`src/rtl/cpu_trace_formatter.sv`:
```
// Converts register/memory write trace records into ASCII frames streamed one character per
// valid/ready handshake. Defining TRACE_NEWLINE_EN appends 8'h0A after the closing "#".
module cpu_trace_formatter (
    input  logic        clk,
    input  logic        reset,
    input  logic        i_in_valid,
    output logic        o_in_ready,
    input  logic        i_kind,
    input  logic [15:0] i_time,
    input  logic [31:0] i_pc,
    input  logic [4:0]  i_grf,
    input  logic [31:0] i_addr,
    input  logic [31:0] i_data,
    output logic [7:0]  o_char,
    output logic        o_out_valid,
    input  logic        i_out_ready,
    output logic        o_frame_done,
    output logic [1:0]  o_state
);

    typedef enum logic [1:0] {IDLE = 2'd0, CONV = 2'd1, EMIT = 2'd2} state_t;

    // Frame segments in emission order; a segment's width may depend on the record.
    localparam logic [3:0] SEG_CARET = 4'd0;
    localparam logic [3:0] SEG_TIME  = 4'd1;
    localparam logic [3:0] SEG_AT    = 4'd2;
    localparam logic [3:0] SEG_PC    = 4'd3;
    localparam logic [3:0] SEG_SEP   = 4'd4;
    localparam logic [3:0] SEG_FIELD = 4'd5;
    localparam logic [3:0] SEG_ARROW = 4'd6;
    localparam logic [3:0] SEG_DATA  = 4'd7;
    localparam logic [3:0] SEG_HASH  = 4'd8;
`ifdef TRACE_NEWLINE_EN
    localparam logic [3:0] SEG_LAST  = 4'd9;
`else
    localparam logic [3:0] SEG_LAST  = SEG_HASH;
`endif

    state_t      r_state;
    logic        r_in_ready;
    logic        r_out_valid;
    logic        r_frame_done;
    logic [7:0]  r_char;
    logic        r_kind;
    logic [31:0] r_pc;
    logic [4:0]  r_grf;
    logic [31:0] r_addr;
    logic [31:0] r_data;
    logic [13:0] r_bin;
    logic [15:0] r_bcd;
    logic [3:0]  r_cnt;
    logic [3:0]  r_seg;
    logic [2:0]  r_idx;

    logic [13:0] w_time_sat;
    logic [15:0] w_bcd_adj;
    logic [2:0]  w_nt;
    logic [2:0]  w_nr;
    logic [1:0]  w_grf_tens;
    logic [3:0]  w_grf_ones;
    logic [2:0]  w_seg_last;
    logic [3:0]  w_next_seg;
    logic [2:0]  w_next_idx;
    logic [1:0]  w_tsel;
    logic [2:0]  w_hsel;
    logic [7:0]  w_next_char;
    logic        w_frame_last;

    function automatic logic [7:0] hex_char(input logic [3:0] n);
        return (n < 4'd10) ? (8'h30 + {4'h0, n}) : (8'h57 + {4'h0, n});
    endfunction

    function automatic logic [7:0] dec_char(input logic [3:0] n);
        return 8'h30 + {4'h0, n};
    endfunction

    assign w_time_sat = (i_time > 16'd9999) ? 14'd9999 : i_time[13:0];

    always_comb begin
        for (int k = 0; k < 4; k++) begin
            w_bcd_adj[4*k +: 4] = (r_bcd[4*k +: 4] >= 4'd5) ? (r_bcd[4*k +: 4] + 4'd3)
                                                             : r_bcd[4*k +: 4];
        end
    end

    always_comb begin
        w_nt = 3'd1;
        if (r_bcd[15:12] != 4'd0)     w_nt = 3'd4;
        else if (r_bcd[11:8] != 4'd0) w_nt = 3'd3;
        else if (r_bcd[7:4] != 4'd0)  w_nt = 3'd2;

        w_grf_tens = 2'd0;
        w_grf_ones = 4'(r_grf);
        if (r_grf >= 5'd30) begin
            w_grf_tens = 2'd3;
            w_grf_ones = 4'(r_grf - 5'd30);
        end else if (r_grf >= 5'd20) begin
            w_grf_tens = 2'd2;
            w_grf_ones = 4'(r_grf - 5'd20);
        end else if (r_grf >= 5'd10) begin
            w_grf_tens = 2'd1;
            w_grf_ones = 4'(r_grf - 5'd10);
        end
        w_nr = (r_grf >= 5'd10) ? 3'd2 : 3'd1;

        case (r_seg)
            SEG_TIME:          w_seg_last = w_nt - 3'd1;
            SEG_PC, SEG_DATA:  w_seg_last = 3'd7;
            SEG_SEP:           w_seg_last = 3'd2;
            SEG_FIELD:         w_seg_last = r_kind ? 3'd7 : (w_nr - 3'd1);
            SEG_ARROW:         w_seg_last = 3'd3;
            default:           w_seg_last = 3'd0;
        endcase

        if (r_idx == w_seg_last) begin
            w_next_seg = r_seg + 4'd1;
            w_next_idx = 3'd0;
        end else begin
            w_next_seg = r_seg;
            w_next_idx = r_idx + 3'd1;
        end
        w_frame_last = (r_seg == SEG_LAST);

        // Time digits go most significant first; hex fields go nibble 7 down to 0.
        w_tsel = 2'(w_nt - 3'd1 - w_next_idx);
        w_hsel = 3'd7 - w_next_idx;

        case (w_next_seg)
            SEG_CARET: w_next_char = "^";
            SEG_TIME:  w_next_char = dec_char(r_bcd[{w_tsel, 2'b00} +: 4]);
            SEG_AT:    w_next_char = "@";
            SEG_PC:    w_next_char = hex_char(r_pc[{w_hsel, 2'b00} +: 4]);
            SEG_SEP:   w_next_char = (w_next_idx == 3'd0) ? ":" :
                                     (w_next_idx == 3'd1) ? " " : (r_kind ? "*" : "$");
            SEG_FIELD: begin
                if (r_kind)
                    w_next_char = hex_char(r_addr[{w_hsel, 2'b00} +: 4]);
                else if ((w_nr == 3'd2) && (w_next_idx == 3'd0))
                    w_next_char = dec_char({2'b00, w_grf_tens});
                else
                    w_next_char = dec_char(w_grf_ones);
            end
            SEG_ARROW: w_next_char = (w_next_idx == 3'd0) ? " " :
                                     (w_next_idx == 3'd1) ? "<" :
                                     (w_next_idx == 3'd2) ? "=" : " ";
            SEG_DATA:  w_next_char = hex_char(r_data[{w_hsel, 2'b00} +: 4]);
            SEG_HASH:  w_next_char = "#";
            default:   w_next_char = 8'h0A;
        endcase
    end

    always_ff @(posedge clk) begin
        if (reset) begin
            r_state      <= IDLE;
            r_in_ready   <= 1'b1;
            r_out_valid  <= 1'b0;
            r_frame_done <= 1'b0;
            r_char       <= 8'h00;
            r_kind       <= 1'b0;
            r_pc         <= 32'h0;
            r_grf        <= 5'h0;
            r_addr       <= 32'h0;
            r_data       <= 32'h0;
            r_bin        <= 14'h0;
            r_bcd        <= 16'h0;
            r_cnt        <= 4'h0;
            r_seg        <= SEG_CARET;
            r_idx        <= 3'h0;
        end else begin
            r_frame_done <= 1'b0;
            case (r_state)
                IDLE: begin
                    if (i_in_valid) begin
                        r_kind     <= i_kind;
                        r_pc       <= i_pc;
                        r_grf      <= i_grf;
                        r_addr     <= i_addr;
                        r_data     <= i_data;
                        r_bin      <= w_time_sat;
                        r_bcd      <= 16'h0;
                        r_cnt      <= 4'h0;
                        r_in_ready <= 1'b0;
                        r_state    <= CONV;
                    end
                end
                CONV: begin
                    // Fourteen shift-add-3 steps, then one edge to present "^".
                    if (r_cnt == 4'd14) begin
                        r_state     <= EMIT;
                        r_seg       <= SEG_CARET;
                        r_idx       <= 3'd0;
                        r_char      <= "^";
                        r_out_valid <= 1'b1;
                    end else begin
                        {r_bcd, r_bin} <= {w_bcd_adj, r_bin} << 1;
                        r_cnt          <= r_cnt + 4'd1;
                    end
                end
                EMIT: begin
                    if (i_out_ready) begin
                        if (w_frame_last) begin
                            r_out_valid  <= 1'b0;
                            r_frame_done <= 1'b1;
                            r_in_ready   <= 1'b1;
                            r_state      <= IDLE;
                        end else begin
                            r_seg  <= w_next_seg;
                            r_idx  <= w_next_idx;
                            r_char <= w_next_char;
                        end
                    end
                end
                default: begin
                    r_state    <= IDLE;
                    r_in_ready <= 1'b1;
                end
            endcase
        end
    end

    assign o_in_ready   = r_in_ready;
    assign o_out_valid  = r_out_valid;
    assign o_frame_done = r_frame_done;
    assign o_char       = r_char;
    assign o_state      = r_state;

endmodule

```
`config.mk`:
```
export PLATFORM = sky130hd
export DESIGN_NAME = cpu_trace_formatter
export DESIGN_NICKNAME = d
export VERILOG_FILES = /design/src/rtl/cpu_trace_formatter.sv
export SDC_FILE = /design/constraint.sdc
export NUM_CORES = 1
export LEC_CHECK = 0
export CORE_MARGIN = 1.5
export CORE_UTILIZATION = 55
export CTS_CLUSTER_DIAMETER = 80
export DETAILED_ROUTE_END_ITERATION = 8
export MAX_ROUTING_LAYER = met4
export PLACE_DENSITY = 0.8
export SETUP_SLACK_MARGIN = 0.3
export SLEW_MARGIN = 20
export SYNTH_ARGS = -nofsm -noshare
export SYNTH_HDL_FRONTEND = slang
export SYNTH_SLANG_ARGS = --single-unit
```
`constraint.sdc`:
```
create_clock -name clk -period 6.1 [get_ports clk]
set_clock_uncertainty 0.05 [all_clocks]
set_input_delay 1.22 -clock clk [delete_from_list [all_inputs] [get_ports clk]]
set_output_delay 1.22 -clock clk [all_outputs]
set_load 0.01 [all_outputs]
```
==> impl_metrics.env, run 1 <==
export IMPL_die_h_microns=128
export IMPL_maxSlewViolCount=0
export IMPL_tightestPinTransition_ns=0.963
export IMPL_min_period_ns=5.40
export IMPL_syn_inst=1120
export IMPL_drive_gt1_share_pct=7.37
export IMPL_worstSetupEndpoint="o_char[0]"
export IMPL_final_common_cell="nand2_1"
export IMPL_post_cts_buffers=0
export IMPL_grt_total_usage_pct=32.4
export IMPL_cts_htree_levels=4
export IMPL_ys_seq_area_share_pct=36.1
export IMPL_start_util_pct=56.5
export IMPL_cts_tree="done"
export IMPL_drtPass1Iterations=7
export IMPL_area_delta_synth_final_pct=22.5
export IMPL_clkTransAtPathRegs_ns=0.07
export IMPL_yosys_warnings=0
export IMPL_vias=8684
export IMPL_rsz0062_at_grt="false"
export IMPL_clock_fmax_mhz=185
export IMPL_drtIter0Drc=979
export IMPL_finalInstanceArea_sq_um=10500
export IMPL_crit_path_start_kind="flop"
export IMPL_ys_ff_latch=155
export IMPL_synthFlopType="dfxtp_1"
export IMPL_synth_area_sq_um=8590
export IMPL_wl_met1_microns=11100
export IMPL_io_buffers=133
export IMPL_cts_buffer_depth=2
export IMPL_synth_edff_count=0
export IMPL_grt_pass1_vias=8181
export IMPL_dieArea_sq_um=16400
export IMPL_crit_type="flop to flop"
export IMPL_top_layer="met4"
export IMPL_syn_area_per_cell_sq_um=7.67
export IMPL_core_sq_um=15200
export IMPL_grt_pass1_wl_microns=41000
export IMPL_post_dp_hpwl_microns=17900
export IMPL_r2r_start="r_bcd[5]"
export IMPL_total_power_uw=2390
export IMPL_async_flop_share_pct=0
export IMPL_die_w_microns=128
export IMPL_fin_hold_ws_ns=0.401
export IMPL_power_density_nw_per_um2=227
export IMPL_met2_length_microns=11700
export IMPL_end_kind="flop"
export IMPL_yosysUniqueCellTypes=88
export IMPL_worstSetupStartpoint="r_bcd[5]"
export IMPL_rows=45
export IMPL_synth_fp_nets=1267
export IMPL_finalCritPeriodShare_pct=88.5
export IMPL_viasPerCell=6.16
export IMPL_clk_latency_ns=0.43
export IMPL_required_ns=6.37
export IMPL_grt_max_degree=99
export IMPL_setup_viol=0
export IMPL_ant_nets=0
export IMPL_wl_per_cell_microns=18.0
export IMPL_fillers=1295
export IMPL_gr_total_overflow=0
export IMPL_drc=0
export IMPL_drv_cap=0
export IMPL_hold_class="flop to flop"
export IMPL_diodes=0
export IMPL_cts_made_buffers=17
export IMPL_grt_antenna_before_repair=0
export IMPL_outcome="finished, final reports clean"
export IMPL_min_from="r_data[22]"
export IMPL_clock_root_buffer="clkbuf_16"
export IMPL_leakage_uw=0.00379
export IMPL_dpl_cell_area_sq_um=9930
export IMPL_reg2reg_to="o_char[0]"
export IMPL_gp_congestion=0.999
export IMPL_slew_headroom_pct=35.8
export IMPL_tns_ns=0
export IMPL_hold_viol_final=0
export IMPL_worstPathArrival_ns=5.67
export IMPL_crit_path_max_fanout=14
export IMPL_met3_length_microns=1750
export IMPL_routed_wl_microns=25300
export IMPL_ff2ff_setup_slack_ns=0.70
export IMPL_cts_sinks=155
export IMPL_most_common_layout_cells="nand2_1 (270), a21oi_1 (166), dfxtp_1 (155), clkdlybuf4s50_1 (132), nor2_1 (59)"
export IMPL_pin_count=135
export IMPL_ir_worst_vdd_mv=0.186
export IMPL_rr_worst_depth=19
export IMPL_final_nets=1355
==> state kept, by name (all words and copies together), names as in the netlist <==
name and count:
r_addr 32, r_data 32, r_pc 32, r_bcd 16, r_bin 14, o_char 7, r_grf 5, r_cnt 4
r_seg 4, r_idx 3, o_state 2, o_frame_done 1, o_in_ready 1, o_out_valid 1, r_kind 1
==> how the worst min path moves through the flow <==
stage,cells past startpoint,slack (ns),endpoint
3_5_place_dp,2,0.39,r_data[1]
2_1_floorplan,2,0.38,r_data[12]
6_report,2,0.40,r_data[22]
5_1_grt,2,0.42,r_bin[3]
4_1_cts,2,0.40,r_data[1]
3_3_place_gp,2,0.39,r_bin[8]
==> report_power, final <==
group	switching (uW)	internal [uW]
logic	136	131
clock network	484	546
registers	34.2	1060
total	655	1740
==> critical path, cell delays in order, from the launching register on <==
cell and delay, ns:
dfxtp_1 0.36, inv_1 0.11, ha_1 0.21, or3b_1 0.41, nand2b_1 0.17, nand2_1 0.10
ha_1 0.25, nand2b_1 0.16, a221oi_2 0.34, xnor2_1 0.38, o211ai_4 0.29, nand2_2 0.34
inv_2 0.22, ha_1 0.25, xnor2_1 0.16, xnor2_2 0.30, mux4_2 0.55, a221o_1 0.34
a221oi_2 0.18, o211ai_1 0.10
==> timing repair <==
item                                    in CTS  in global routing
gates resized for setup                      0                  1
hold buffers                                 0                  0
endpoints found under the setup margin       0                  2
==> per-layer routing <==
layer  GRT usage, %  vias to the layer above
li1               -                     4168
met1           42.6                     4068
met3           5.34                       75
met5              -                        -
met2           50.4                      373
met4           12.0                        0
==> stage by stage <==
step | instances | util (%) | setup slack, ns
6_report | 1409 | 69.2 | 0.700
3_3_place_gp | 1377 | 65.3 | 0.878
2_1_floorplan | 1120 | - | 1.37
3_5_place_dp | 1377 | 65.3 | 0.712
4_1_cts | 1409 | 69.1 | 0.646
5_1_grt | 1409 | 69.2 | 0.421
==> logic make-up after synthesis <==
family / after synthesis / share of synthesized area, %
flip-flops: 155 / 36.1
other: 1 / 0.0437
multiplexers: 26 / 4.12
XOR/XNOR: 21 / 2.32
AND/OR/NAND/NOR: 449 / 22.9
adder cells (fa/ha/maj): 25 / 3.64
buffers and inverters: 106 / 5.04
AO/OA/AOI/OAI: 337 / 25.8
==> area by class of cell <==
type                            count  area (sq um)  area share [%]
Timing Repair Buffer              145          1420            13.5
Inverter                           30           113            1.07
Multi-Input combinational cell    859          5070            48.2
Clock inverter                     15           154            1.46
Tap cell                          188           235            2.24
Sequential cell                   155          3100            29.5
Clock buffer                       17           425            4.04
==> cell usage after synthesis, types with 10 or more instances <==
cell	instances	share of area, %
dfxtp_1	155	36
nand3_1	30	1.7
clkbuf_1	62	2.7
o21ai_0	37	2.2
nand2b_1	14	1.0
a21oi_1	166	9.7
inv_1	26	1.1
nor3_1	18	1.0
xnor2_1	11	1.1
ha_1	25	3.6
o221ai_1	18	1.8
nand2_1	271	12
nor2_1	59	2.6
mux2i_1	14	1.6
a31oi_1	10	0.73
No activity file was read; power rests on OpenSTA's default activity.
==> run 2: changes to the inputs <==
- TNS_END_PERCENT: default -> 20
==> results of run 2 <==
Same layout as run 1: the final DEF is identical, and so are final timing and power.
